[config.mk]
export PLATFORM = sky130hd
export DESIGN_NAME = pll_lock_rst_seq
export DESIGN_NICKNAME = d
export VERILOG_FILES = /design/src/rtl/pll_lock_rst_seq.sv
export SDC_FILE = /design/constraint.sdc
export NUM_CORES = 1
export LEC_CHECK = 0
export BUFFER_PORTS_ARGS = -buffer_cell sky130_fd_sc_hd__buf_2
export CORE_MARGIN = 3
export CORE_UTILIZATION = 27
export DETAILED_ROUTE_END_ITERATION = 10
export GPL_ROUTABILITY_DRIVEN = 0
export HOLD_SLACK_MARGIN = 0.03
export SLEW_MARGIN = 20
export SYNTH_ARGS = -nofsm -noshare
export SYNTH_HDL_FRONTEND = slang
export SYNTH_SLANG_ARGS = --single-unit
[constraint.sdc]
create_clock -name clk -period 2.9 [get_ports clk]
set_input_delay 0 -clock clk [delete_from_list [all_inputs] [get_ports clk]]
set_output_delay 0 -clock clk [all_outputs]
set_load 0.005 [all_outputs]
[src/rtl/pll_lock_rst_seq.sv]
// pll_lock_rst_seq
//   Runs on the free-running PLL reference clock. It pulses the PLL reset,
//   waits for a stable lock and then releases the system reset for logic
//   clocked by the PLL outputs. If lock is lost, it re-arms the PLL. After
//   MAX_RETRY lock timeouts it parks in a sticky FAIL state, which only
//   rst_n can clear.
//
// Ports
//   clk         reference clock (PLL input clock domain)
//   rst_n       synchronous active-low reset
//   pll_lock    PLL lock, asynchronous to clk
//   pll_rst     PLL reset, active high
//   sys_rst_n   system reset for PLL-clocked logic, active low
//   locked_ok   high while in RUN
//   pll_fail    high while in FAIL
//   timeout_err 1-cycle pulse per lock timeout
//   lock_lost   1-cycle pulse when lock drops in RUN
//   relock_cnt  saturating count of lock_lost events
//   state_o     current state encoding (debug)
module pll_lock_rst_seq #(
  parameter int RST_CYCLES    = 16,
  parameter int LOCK_TIMEOUT  = 65536,
  parameter int STABLE_CYCLES = 1024,
  parameter int MAX_RETRY     = 7
) (
  input  logic       clk,
  input  logic       rst_n,
  input  logic       pll_lock,
  output logic       pll_rst,
  output logic       sys_rst_n,
  output logic       locked_ok,
  output logic       pll_fail,
  output logic       timeout_err,
  output logic       lock_lost,
  output logic [7:0] relock_cnt,
  output logic [2:0] state_o
);

  localparam int CNT_MAX0 = (RST_CYCLES > LOCK_TIMEOUT) ? RST_CYCLES : LOCK_TIMEOUT;
  localparam int CNT_MAX  = (CNT_MAX0 > STABLE_CYCLES) ? CNT_MAX0 : STABLE_CYCLES;
  localparam int CW       = $clog2(CNT_MAX);

  localparam logic [CW-1:0] RST_LAST = CW'(RST_CYCLES - 1);
  localparam logic [CW-1:0] TO_LAST  = CW'(LOCK_TIMEOUT - 1);
  localparam logic [CW-1:0] STB_LAST = CW'(STABLE_CYCLES - 1);
  localparam logic [7:0]    RETRY_LIM = 8'(MAX_RETRY);

  typedef enum logic [2:0] {
    ST_RST_PLL   = 3'd0,
    ST_WAIT_LOCK = 3'd1,
    ST_STABLE    = 3'd2,
    ST_RUN       = 3'd3,
    ST_FAIL      = 3'd4
  } state_t;

  state_t        state, state_nxt;
  logic [CW-1:0] cnt, cnt_nxt;
  logic [7:0]    retry, retry_nxt;
  logic [7:0]    relock_nxt;
  logic          to_nxt, ll_nxt;
  logic [1:0]    lock_sync;
  logic          lock_s;

  // 2-FF synchronizer for the asynchronous lock input
  always_ff @(posedge clk) begin
    if (!rst_n) lock_sync <= 2'b00;
    else        lock_sync <= {lock_sync[0], pll_lock};
  end
  assign lock_s = lock_sync[1];

  always_comb begin
    state_nxt  = state;
    cnt_nxt    = cnt;
    retry_nxt  = retry;
    relock_nxt = relock_cnt;
    to_nxt     = 1'b0;
    ll_nxt     = 1'b0;
    case (state)
      ST_RST_PLL: begin
        if (cnt == RST_LAST) begin
          state_nxt = ST_WAIT_LOCK;
          cnt_nxt   = '0;
        end else begin
          cnt_nxt = cnt + CW'(1);
        end
      end
      ST_WAIT_LOCK: begin
        // A lock seen on the timeout cycle wins over the timeout
        if (lock_s) begin
          state_nxt = ST_STABLE;
          cnt_nxt   = '0;
        end else if (cnt == TO_LAST) begin
          to_nxt    = 1'b1;
          retry_nxt = retry + 8'd1;
          cnt_nxt   = '0;
          state_nxt = (retry_nxt == RETRY_LIM) ? ST_FAIL : ST_RST_PLL;
        end else begin
          cnt_nxt = cnt + CW'(1);
        end
      end
      ST_STABLE: begin
        // A glitch restarts the timeout window but is not counted as a retry
        if (!lock_s) begin
          state_nxt = ST_WAIT_LOCK;
          cnt_nxt   = '0;
        end else if (cnt == STB_LAST) begin
          state_nxt = ST_RUN;
          cnt_nxt   = '0;
          retry_nxt = 8'd0;
        end else begin
          cnt_nxt = cnt + CW'(1);
        end
      end
      ST_RUN: begin
        if (!lock_s) begin
          ll_nxt     = 1'b1;
          relock_nxt = (relock_cnt == 8'hFF) ? relock_cnt : relock_cnt + 8'd1;
          state_nxt  = ST_RST_PLL;
          cnt_nxt    = '0;
        end
      end
      ST_FAIL: ;
      default: begin
        state_nxt = ST_RST_PLL;
        cnt_nxt   = '0;
      end
    endcase
  end

  // Level outputs are decoded from the next state, so they are registered
  // and still change on the same edge as state_o.
  always_ff @(posedge clk) begin
    if (!rst_n) begin
      state       <= ST_RST_PLL;
      cnt         <= '0;
      retry       <= 8'd0;
      relock_cnt  <= 8'd0;
      timeout_err <= 1'b0;
      lock_lost   <= 1'b0;
      pll_rst     <= 1'b1;
      sys_rst_n   <= 1'b0;
      locked_ok   <= 1'b0;
      pll_fail    <= 1'b0;
    end else begin
      state       <= state_nxt;
      cnt         <= cnt_nxt;
      retry       <= retry_nxt;
      relock_cnt  <= relock_nxt;
      timeout_err <= to_nxt;
      lock_lost   <= ll_nxt;
      pll_rst     <= (state_nxt == ST_RST_PLL) || (state_nxt == ST_FAIL);
      sys_rst_n   <= (state_nxt == ST_RUN);
      locked_ok   <= (state_nxt == ST_RUN);
      pll_fail    <= (state_nxt == ST_FAIL);
    end
  end

  assign state_o = state;

endmodule

==> metrics.cfg <==
[timing]
worst_slack_ps = 500.3
tns_ps = 0
rsz0062_at_grt = no
final_max_slew_viol_count = 0
max_freq_ghz = 0.4167
hold_viol = 0
period_share = 0.8275
setup_viol = 0
skew_ps = 11.34
tightest_slew_ps = 621.1
finalCriticalPeriod_ps = 2400
slew_headroom = 0.5860

[placed_design]
dp_worst_setup_slack_ps = 502.1
postPlaceCellArea_mm2 = 0.002344
dp_cells = 359
hpwl_mm = 2.969
port-buffer-count = 19

[worst_setup_path]
rr_worst_depth = 6
cp-end-kind = flip-flop
crit_path_max_incr_delay_ps = 550
start_kind = flip-flop
crit_arrival_ps = 2550
path_cells = ha_1 > or4b_4 > nor4_2 > o22ai_1 > o31ai_4 > nor2_1
required_ps = 3060
cp_slowest_cell = o31ai_4
crit_type = flip-flop to flip-flop
cp_max_fo = 15

[drt]
first_pass_iters = 4
num_vias = 1761
viasPerCell = 4.785
drc = 0
antenna_left = 0
routed_wl_mm = 4.270
drt_iter0_drc = 109
wl_per_cell_um = 11.60

[cts]
cts_buffers = 5
clock-root-buffer = clkbuf_8
clkLatencyLatePin_ps = 290
clk_pin_slew_worst_paths_ps = 90
cts_resized = 0
ctsLongestPathBuffers = 2
cts.sinks = 42
cts_htree_levels = 2
cts_tree = done

[grt]
track_usage = 0.1039
antenna_found_initial = 0
grt-ovfl-total = 0
grt_max_degree = 29
grt_pass1_vias = 1648
grt_pass1_wl_mm = 7.659

[status]
outcome = finished, final reports clean

[yosys]
async_flop_share = 0
avgSynthCellArea_um2 = 8.708
synth_cell_types = 53
yosysWarnings = 0
ys_seq_area_frac = 0.3909
synthesis.instances = 247
synth-edff-count = 0
ys.flop_type = dfxtp_1
syn_area_mm2 = 0.002151
ys_seq_elements = 42
synth_nets = 254

[final_layout]
layout.nets = 275
layout-drive-gt1-share = 0.1710
diodes = 0
final_area_mm2 = 0.002444
syn2layout_area_growth_pct = 13.61
final_cells = 368

[hold_path]
whs_path_depth = 2
hold_path_class = primary input to flip-flop

[pwr]
p_leak_nw = 0.9125
total_power_mw = 0.9940
power.density_mw_per_mm2 = 406.8
ir_drop_v = 0.0002444

[run]
max_cap_viol_count = 0

[floorplanning]
pin_count = 20
die_w_um = 95.25
die_area_mm2 = 0.009073
start_util = 0.2873
die-height_um = 95.25
rows = 31
core_area_mm2 = 0.007486

sequential cells by signal (all words and copies together), names as in the netlist:
name and count:
cnt 16, relock_cnt 8, retry 8, state_o 3, lock_sync 2, lock_lost 1, locked_ok 1, pll_fail 1
pll_rst 1, timeout_err 1
power breakdown:
group / switching [mW] / total [mW] / internal [mW]
clock network: 0.207 / 0.376 / 0.169
registers: 0.00544 / 0.587 / 0.581
logic: 0.0182 / 0.0317 / 0.0135
final timing paths:
path | start | to | slack (ps)
worst max-delay path | cnt[0] | cnt[0] | 500
worst min-delay path | rst_n | state_o[2] | 170
worst max register to register | cnt[0] | cnt[0] | 500
worst min register to register | lock_sync[0] | lock_sync[1] | 450
critical path: cells and delay by family, from the launching register on:
family	cells	cell delay, ps
AOI/OAI and AO/OA	2	740
adders and majority gates	1	170
DFF	1	370
and+or+nand+nor	3	980
metrics by stage:
stage / util / hold WS, ps
global placement: 0.3131 / 209.5
detailed placement: 0.3131 / 210.5
floorplan: - / 127.3
finish: 0.3264 / 171.3
global route: 0.3264 / 211.6
CTS: 0.3264 / 177.4
kinds of logic (layout without fill, tap and decap cells):
group | Yosys count | in the layout | synth area share
XOR/XNOR | 19 | 19 | 0.07737
buffers and inverters | 18 | 40 | 0.04014
AO/OA/AOI/OAI | 36 | 36 | 0.1286
adder cells (fa/ha/maj) | 4 | 4 | 0.02327
AND/OR/NAND/NOR | 124 | 124 | 0.3205
flip-flops | 42 | 42 | 0.3909
multiplexers | 4 | 4 | 0.01920
what timing repair did:
item                                   CTS  global route
endpoints found under the hold margin    1             0
hold buffers                             1             0
buffers inserted                         0             0
Yosys cell counts, drive strengths merged (2+ instances only):
library cell,count,area (µm²)
nor3b,3,22.52
mux2i,3,30.03
inv,8,30.03
a21boi,2,15.02
xnor2,3,26.28
or3,5,31.28
o221a,3,33.78
nor2,28,105.1
a31oi,2,12.51
and2,10,62.56
xor2,16,140.1
o21ai,7,35.03
dfxtp,42,840.8
ha,4,50.05
nor3,7,35.03
o21a,2,15.01
nand4,6,43.79
or4,2,15.01
nand3,16,80.08
buf,3,30.03
nor4,4,61.31
nand2,27,101.4
clkbuf,7,26.28
a21oi,9,45.04
or4b,3,33.78
nand3b,2,15.01
nor2b,5,31.28
routing by layer:
layer | wire length (µm) | global-route usage | share of wire
met4 | 53 | 0.03606 | 0.012
met1 | 2087 | 0.1348 | 0.49
met5 | 0 | 0 | 0
met3 | 163 | 0.02131 | 0.038
met2 | 1966 | 0.1703 | 0.46
layout by cell type, fill, tap and decap left out, types with 2 or more instances in the layout:
cell,n
inv_1,8
or4_1,2
nor2b_1,5
buf_4,4
a21oi_1,9
clkbuf_8,5
dfxtp_1,42
a31oi_1,2
ha_1,4
o221a_2,3
nor3b_1,3
nand4_1,5
nand3_1,16
nor2_1,28
o21ai_0,6
nor4_4,2
nor3_1,7
o21a_1,2
mux2i_1,3
nand3b_1,2
and2_1,10
nand2_1,27
buf_2,19
xor2_1,16
or3_1,5
xnor2_1,3
cell type report:
cell class,count,area (µm²)
inverter,8,30.03
fill,791,5042
multi-input combinational,187,1224
timing repair buffer,24,135.1
clock inverter,3,21.27
sequential,42,840.8
tap,99,123.9
clock buffer,5,68.82
Power figures use the tool's default switching activity.
